## config.mk

```make
export PLATFORM = sky130hd
export DESIGN_NAME = mu_ram_rd_stream
export DESIGN_NICKNAME = d
export VERILOG_FILES = /design/src/rtl/mu_pkg.sv /design/src/rtl/mu_skid_fifo2.sv /design/src/rtl/mu_ram_rd_stream.sv
export SDC_FILE = /design/constraint.sdc
export NUM_CORES = 1
export LEC_CHECK = 0
export CORE_ASPECT_RATIO = 1.75
export CORE_MARGIN = 2
export CORE_UTILIZATION = 33
export CTS_CLUSTER_SIZE = 24
export DETAILED_ROUTE_END_ITERATION = 8
export GPL_TIMING_DRIVEN = 0
export PLACE_DENSITY = 0.59
export SLEW_MARGIN = 20
export SYNTH_ARGS = -nofsm -noshare
export SYNTH_HDL_FRONTEND = slang
export SYNTH_HIERARCHICAL = 1
export SYNTH_SLANG_ARGS = --single-unit
```

## constraint.sdc

```tcl
create_clock -name clk -period 5.95 [get_ports clk]
set_clock_uncertainty 0.15 [all_clocks]
set_input_delay 1.19 -clock clk [delete_from_list [all_inputs] [get_ports clk]]
set_output_delay 1.19 -clock clk [all_outputs]
set_load 0.1 [all_outputs]
```

## src/rtl/mu_pkg.sv

```systemverilog
// ---------------------------------------------------------------------------
// mu_pkg
// Shared definitions for the frame-RAM read-side streaming blocks.
//   state_t    : read sequencer FSM states
//   FRAME_W/H  : default thermal frame geometry (32 x 24)
//   FRAME_LEN  : default words per frame
// ---------------------------------------------------------------------------
package mu_pkg;

    typedef enum logic [1:0] {
        ST_IDLE  = 2'd0,
        ST_RUN   = 2'd1,
        ST_DRAIN = 2'd2
    } state_t;

    localparam int FRAME_W   = 32;
    localparam int FRAME_H   = 24;
    localparam int FRAME_LEN = FRAME_W * FRAME_H;

endpackage

```

## src/rtl/mu_skid_fifo2.sv

```systemverilog
// ---------------------------------------------------------------------------
// mu_skid_fifo2
// Two-entry FIFO used as a skid buffer behind a registered-read RAM.
// Ports:
//   clk, rst_n : clock, asynchronous active-low reset
//   push       : write wdata this cycle (caller guarantees not full)
//   pop        : remove head this cycle (ignored when empty)
//   wdata      : data to write
//   rdata      : current head entry
//   empty/full : occupancy flags
//   count      : number of stored entries (0..2)
// ---------------------------------------------------------------------------
module mu_skid_fifo2 #(
    parameter int DW = 8
) (
    input  logic          clk,
    input  logic          rst_n,
    input  logic          push,
    input  logic          pop,
    input  logic [DW-1:0] wdata,
    output logic [DW-1:0] rdata,
    output logic          empty,
    output logic          full,
    output logic [1:0]    count
);

    logic [DW-1:0] mem [2];
    logic          wr_ptr;
    logic          rd_ptr;
    logic          do_pop;

    assign do_pop = pop & ~empty;

    // NOTE: sequential state is written with non-blocking assignments so every
    // register samples the pre-edge values, independent of statement order.
    always_ff @(posedge clk or negedge rst_n) begin
        if (!rst_n) begin
            // NOTE: only two entries, so the storage is reset too; this keeps
            // the head (and therefore the stream data output) at zero after reset.
            mem[0] <= '0;
            mem[1] <= '0;
            wr_ptr <= 1'b0;
            rd_ptr <= 1'b0;
            count  <= 2'd0;
        end else begin
            if (push) begin
                mem[wr_ptr] <= wdata;
                wr_ptr      <= ~wr_ptr;
            end
            if (do_pop) begin
                rd_ptr <= ~rd_ptr;
            end
            case ({push, do_pop})
                2'b10:   count <= count + 2'd1;
                2'b01:   count <= count - 2'd1;
                default: count <= count;
            endcase
        end
    end

    assign rdata = mem[rd_ptr];
    assign empty = (count == 2'd0);
    assign full  = (count == 2'd2);

endmodule

```

## src/rtl/mu_ram_rd_stream.sv

```systemverilog
// ---------------------------------------------------------------------------
// mu_ram_rd_stream
// Read-side sequencer for the simple dual-port frame RAM. On start it walks
// FRAME_LEN consecutive addresses from a latched base (wrapping modulo 2^AW),
// absorbs the RAM's one-cycle read latency through a 2-entry skid FIFO and
// presents the pixels as a valid/ready stream at one beat per cycle.
// Ports:
//   clk, rst_n        : clock, asynchronous active-low reset
//   start, base_addr  : frame request and first read address
//   busy, done        : frame in progress / one-cycle completion pulse
//   ram_raddr, ram_re : RAM read address and enable
//   ram_rd            : RAM read data, valid the cycle after ram_re
//   m_valid, m_ready  : output stream handshake
//   m_data, m_last    : pixel and end-of-frame marker
// Optional (macro MU_RAM_RD_STREAM_XY_EN):
//   LINE_W parameter; m_x, m_y head-beat column/row; m_eol end-of-line flag.
// ---------------------------------------------------------------------------
module mu_ram_rd_stream
    import mu_pkg::*;
#(
    parameter int DW        = 8,
    parameter int AW        = 10,
    parameter int FRAME_LEN = mu_pkg::FRAME_LEN
`ifdef MU_RAM_RD_STREAM_XY_EN
    ,
    parameter int LINE_W    = mu_pkg::FRAME_W
`endif
) (
    input  logic          clk,
    input  logic          rst_n,
    input  logic          start,
    input  logic [AW-1:0] base_addr,
    output logic          busy,
    output logic          done,
    output logic [AW-1:0] ram_raddr,
    output logic          ram_re,
    input  logic [DW-1:0] ram_rd,
    output logic          m_valid,
    input  logic          m_ready,
    output logic [DW-1:0] m_data,
    output logic          m_last
`ifdef MU_RAM_RD_STREAM_XY_EN
    ,
    output logic [(LINE_W > 1 ? $clog2(LINE_W) : 1)-1:0] m_x,
    output logic [((FRAME_LEN / LINE_W) > 1 ? $clog2(FRAME_LEN / LINE_W) : 1)-1:0] m_y,
    output logic          m_eol
`endif
);

    // Counters must be able to hold FRAME_LEN itself (issue count at the end).
    localparam int             CW     = $clog2(FRAME_LEN + 1);
    localparam logic [CW-1:0]  LEN_C  = CW'(FRAME_LEN);
    localparam logic [CW-1:0]  LAST_C = CW'(FRAME_LEN - 1);

    state_t        state_q, state_d;
    logic [AW-1:0] addr_q;
    logic [CW-1:0] issued_q;
    logic [CW-1:0] beat_q;       // index of the beat currently at the FIFO head
    logic          inflight_q;   // a read was issued last cycle; data arrives now
    logic          done_q;
    logic          start_acc;
    logic          last_pop;
    logic          pop;
    logic          credit_ok;
    logic          fifo_empty;
    logic          fifo_full;
    logic [1:0]    fifo_count;

    assign pop = m_valid & m_ready;

    // Issue only if the FIFO can still take the returning word: entries held
    // plus the word in flight, minus the one leaving this cycle, must be < 2.
    assign credit_ok = ({1'b0, fifo_count} + {2'b00, inflight_q} - {2'b00, pop}) < 3'd2;

    always_comb begin
        // NOTE: every output of this block gets a default first, so no path
        // leaves a signal unassigned and no latch is inferred.
        state_d   = state_q;
        ram_re    = 1'b0;
        start_acc = 1'b0;
        last_pop  = 1'b0;
        unique case (state_q)
            ST_IDLE: begin
                if (start) begin
                    start_acc = 1'b1;
                    state_d   = ST_RUN;
                end
            end
            ST_RUN: begin
                if (issued_q == LEN_C) begin
                    state_d = ST_DRAIN;
                end else begin
                    ram_re = credit_ok;
                end
            end
            ST_DRAIN: begin
                if (pop && m_last) begin
                    last_pop = 1'b1;
                    state_d  = ST_IDLE;
                end
            end
            default: state_d = ST_IDLE;
        endcase
    end

    always_ff @(posedge clk or negedge rst_n) begin
        if (!rst_n) begin
            state_q    <= ST_IDLE;
            addr_q     <= '0;
            issued_q   <= '0;
            beat_q     <= '0;
            inflight_q <= 1'b0;
            done_q     <= 1'b0;
        end else begin
            state_q    <= state_d;
            inflight_q <= ram_re;
            done_q     <= last_pop;
            if (start_acc) begin
                addr_q   <= base_addr;
                issued_q <= '0;
                beat_q   <= '0;
            end else begin
                if (ram_re) begin
                    addr_q   <= addr_q + AW'(1);
                    issued_q <= issued_q + CW'(1);
                end
                if (pop) begin
                    beat_q <= beat_q + CW'(1);
                end
            end
        end
    end

    mu_skid_fifo2 #(
        .DW (DW)
    ) u_fifo (
        .clk   (clk),
        .rst_n (rst_n),
        .push  (inflight_q),
        .pop   (pop),
        .wdata (ram_rd),
        .rdata (m_data),
        .empty (fifo_empty),
        .full  (fifo_full),
        .count (fifo_count)
    );

    // The credit rule must make a push into a full FIFO impossible.
    assert property (@(posedge clk) disable iff (!rst_n) !(inflight_q && fifo_full));

    assign busy      = (state_q != ST_IDLE);
    assign done      = done_q;
    assign ram_raddr = addr_q;
    assign m_valid   = ~fifo_empty;
    assign m_last    = m_valid && (beat_q == LAST_C);

`ifdef MU_RAM_RD_STREAM_XY_EN
    localparam int XW = (LINE_W > 1) ? $clog2(LINE_W) : 1;
    localparam int YW = ((FRAME_LEN / LINE_W) > 1) ? $clog2(FRAME_LEN / LINE_W) : 1;

    logic [XW-1:0] x_q;
    logic [YW-1:0] y_q;

    always_ff @(posedge clk or negedge rst_n) begin
        if (!rst_n) begin
            x_q <= '0;
            y_q <= '0;
        end else if (start_acc) begin
            x_q <= '0;
            y_q <= '0;
        end else if (pop) begin
            if (x_q == XW'(LINE_W - 1)) begin
                x_q <= '0;
                y_q <= y_q + YW'(1);
            end else begin
                x_q <= x_q + XW'(1);
            end
        end
    end

    assign m_x   = x_q;
    assign m_y   = y_q;
    assign m_eol = (x_q == XW'(LINE_W - 1));
`endif

endmodule

```

==> impl_metrics.env, run 1 <==
export IMPL_outcome="finished clean"
export IMPL_port_buffer_count=44
export IMPL_hold_class="flop to flop"
export IMPL_first_pass_iters=4
export IMPL_dp_hpwl_um=4280
export IMPL_setup_viol=0
export IMPL_finalSetupTns_ns=0
export IMPL_final_nets=337
export IMPL_crit_path_max_fanout=10
export IMPL_slowest_delay_ns=0.51
export IMPL_r2r_end="issued_q[3]"
export IMPL_path_cells="clkdlybuf4s50_1, nor2b_1, clkbuf_1, ha_1, nand2b_1, fa_1, xnor2_2, nand2_1, buf_2, nor2_1, clkbuf_4"
export IMPL_ys_warn_count=6
export IMPL_clock_sinks=54
export IMPL_antenna_found_initial=0
export IMPL_synth_area_per_cell_um2=10.8
export IMPL_netlist_area_um2=2780
export IMPL_vias_per_cell=5.26
export IMPL_min_delay_worst_endpoint="u_fifo/mem[2]"
export IMPL_clk_pin_slew_ns=0.07
export IMPL_wl_per_cell_um=15.0
export IMPL_fp_coreArea_um2=8260
export IMPL_routed_wl_um=6020
export IMPL_ios=45
export IMPL_fin_ws_ns=0.257
export IMPL_hold_viol=0
export IMPL_n_antenna_cell=0
export IMPL_cts_setup_buffers=0
export IMPL_gp_congestion=0.791
export IMPL_r2r_start="u_fifo/count[1]"
export IMPL_rrSetupSlack_ns=2.35
export IMPL_overflow=0
export IMPL_critPathTopFamily="buffers and inverters"
export IMPL_drt_iter0_markers=83
export IMPL_remaining_drc_errors=0
export IMPL_cap_violations=0
export IMPL_cts_tree="done"
export IMPL_die_y_um=125
export IMPL_rows=44
export IMPL_cts_made_buffers=5
export IMPL_layout_drive_gt1_share_pct=14.6
export IMPL_grt_max_degree=55
export IMPL_placed_area_um2=3330
export IMPL_arrival_ns=4.35
export IMPL_start_util_pct=33.7
export IMPL_crit_path_end_kind="output port"
export IMPL_root_buffer="clkbuf_16"
export IMPL_slew_violations=0
export IMPL_min_from="u_fifo/mem[2]"
export IMPL_max_clock_freq_mhz=176
export IMPL_vias=2110
export IMPL_critPathKind="input pin to output port"
export IMPL_final_cell_area_um2=3500
export IMPL_die_area_um2=9200
export IMPL_finalCriticalPeriod_ns=5.69
export IMPL_relSlewSlack_pct=35.3
export IMPL_ant_nets=0
export IMPL_startpoint_type="input pin"
export IMPL_slowest_stage="clkdlybuf4s50_1"
export IMPL_rsz0062_at_grt="no"
export IMPL_holdPathStages=1
export IMPL_period_share_pct=95.7
export IMPL_chipWidth_um=73.4
export IMPL_synth_cells=257
export IMPL_syn_nets=286
export IMPL_tightest_slew_ns=0.968
export IMPL_worst_r2r_path_depth=11
export IMPL_syn_to_final_growth_pct=26.0
export IMPL_cp_required_ns=4.61
export IMPL_grt_pass1_vias=2115
export IMPL_critPathLaunch="m_ready"
export IMPL_grt_use_total_pct=14.0
export IMPL_cts_max_level=2
export IMPL_clock_latency_ns=0.30
export IMPL_cts_buffer_depth=2
export IMPL_grt_first_pass_wirelength_um=10100
export IMPL_critPathBufInv=4
export IMPL_dp_slack_ns=-0.591
-- registers in the layout, summed over array words and instances (netlist names) --
register,count
issued_q,10
done,1
ram_raddr,10
beat_q,10
u_fifo/wr_ptr,1
u_fifo/mem,16
state_q,2
u_fifo/rd_ptr,1
u_fifo/count,2
inflight_q,1
-- layout by cell type, fill, tap and decap left out, types with 4 or more instances in the layout --
cell	count
or3_1	5
nand2_1	12
nor2_1	25
mux2_2	24
inv_1	6
xnor2_1	8
xor2_1	8
o21ai_0	7
dfrtp_1	54
ha_1	6
o31ai_1	5
clkbuf_16	5
a21oi_1	5
nand3_1	13
and3_1	4
clkdlybuf4s50_1	42
a31oi_1	8
nand4_1	9
or4_1	6
clkbuf_1	4
-- area by class of cell --
type	count	area, µm²
clock buffer	5	125
multi-input combinational	186	1340
clock inverter	3	47.5
timing repair buffer	44	435
sequential	54	1350
fill	825	4760
buffer	10	62.6
inverter	7	26.3
tap	92	115
-- metrics by stage --
| step | util (%) | hold WS [ns] | instances |
|---|---|---|---|
| CTS | 42.4 | 0.359 | 401 |
| global route | 42.4 | 0.373 | 401 |
| detailed placement | 40.3 | 0.341 | 393 |
| finish | 42.4 | 0.356 | 401 |
| floorplan | - | 0.315 | 257 |
| global placement | 40.4 | 0.331 | 393 |
-- how the worst max path moves through the flow --
stage          depth (start not counted)  slack [ns]  endpoint
6_report                              11        0.26    ram_re
5_1_grt                               11        0.01    ram_re
4_1_cts                               11       0.008    ram_re
3_5_place_dp                          11       -0.59    ram_re
3_3_place_gp                          11       -0.54    ram_re
2_1_floorplan                          9        0.35    ram_re
-- per-layer routing --
layer	vias to the layer above	GRT usage (%)	part of all wire [%]
li1	1036	-	-
met1	1039	16.0	40
met2	27	24.2	54
met3	8	2.82	2.5
met4	0	6.52	2.5
met5	-	0	0
-- worst register-to-register path, stage by stage, from the launching register on --
cell and delay [ns]:
dfrtp_1 0.48, nor2_1 0.37, nor2b_1 0.09, clkbuf_1 0.24
ha_1 0.34, nand2b_1 0.15, fa_1 0.43, xnor2_2 0.30
nand2_1 0.23, buf_2 0.25, o311ai_0 0.33, o41ai_1 0.13
-- repair_timing --
action / in CTS / in global routing
hold buffers: 0 / 0
setup endpoints to repair: 1 / 1
resized for setup: 4 / 2
Power of run 1 is left out: the tool's default activity adds up to more than one toggle a clock period on the data nets, which glitch-free logic cannot reach.
==> run 2: changes to the inputs <==
--- a/config.mk
+++ b/config.mk
@@ -12,7 +12,7 @@
 export DETAILED_ROUTE_END_ITERATION = 8
 export GPL_TIMING_DRIVEN = 0
 export PLACE_DENSITY = 0.59
-export SLEW_MARGIN = 20
+export SLEW_MARGIN = 15
 export SYNTH_ARGS = -nofsm -noshare
 export SYNTH_HDL_FRONTEND = slang
 export SYNTH_HIERARCHICAL = 1
==> results of run 2 <==
The final DEF is identical to that of run 1; final timing and power are the same.
Power of run 2 is left out for the same reason.
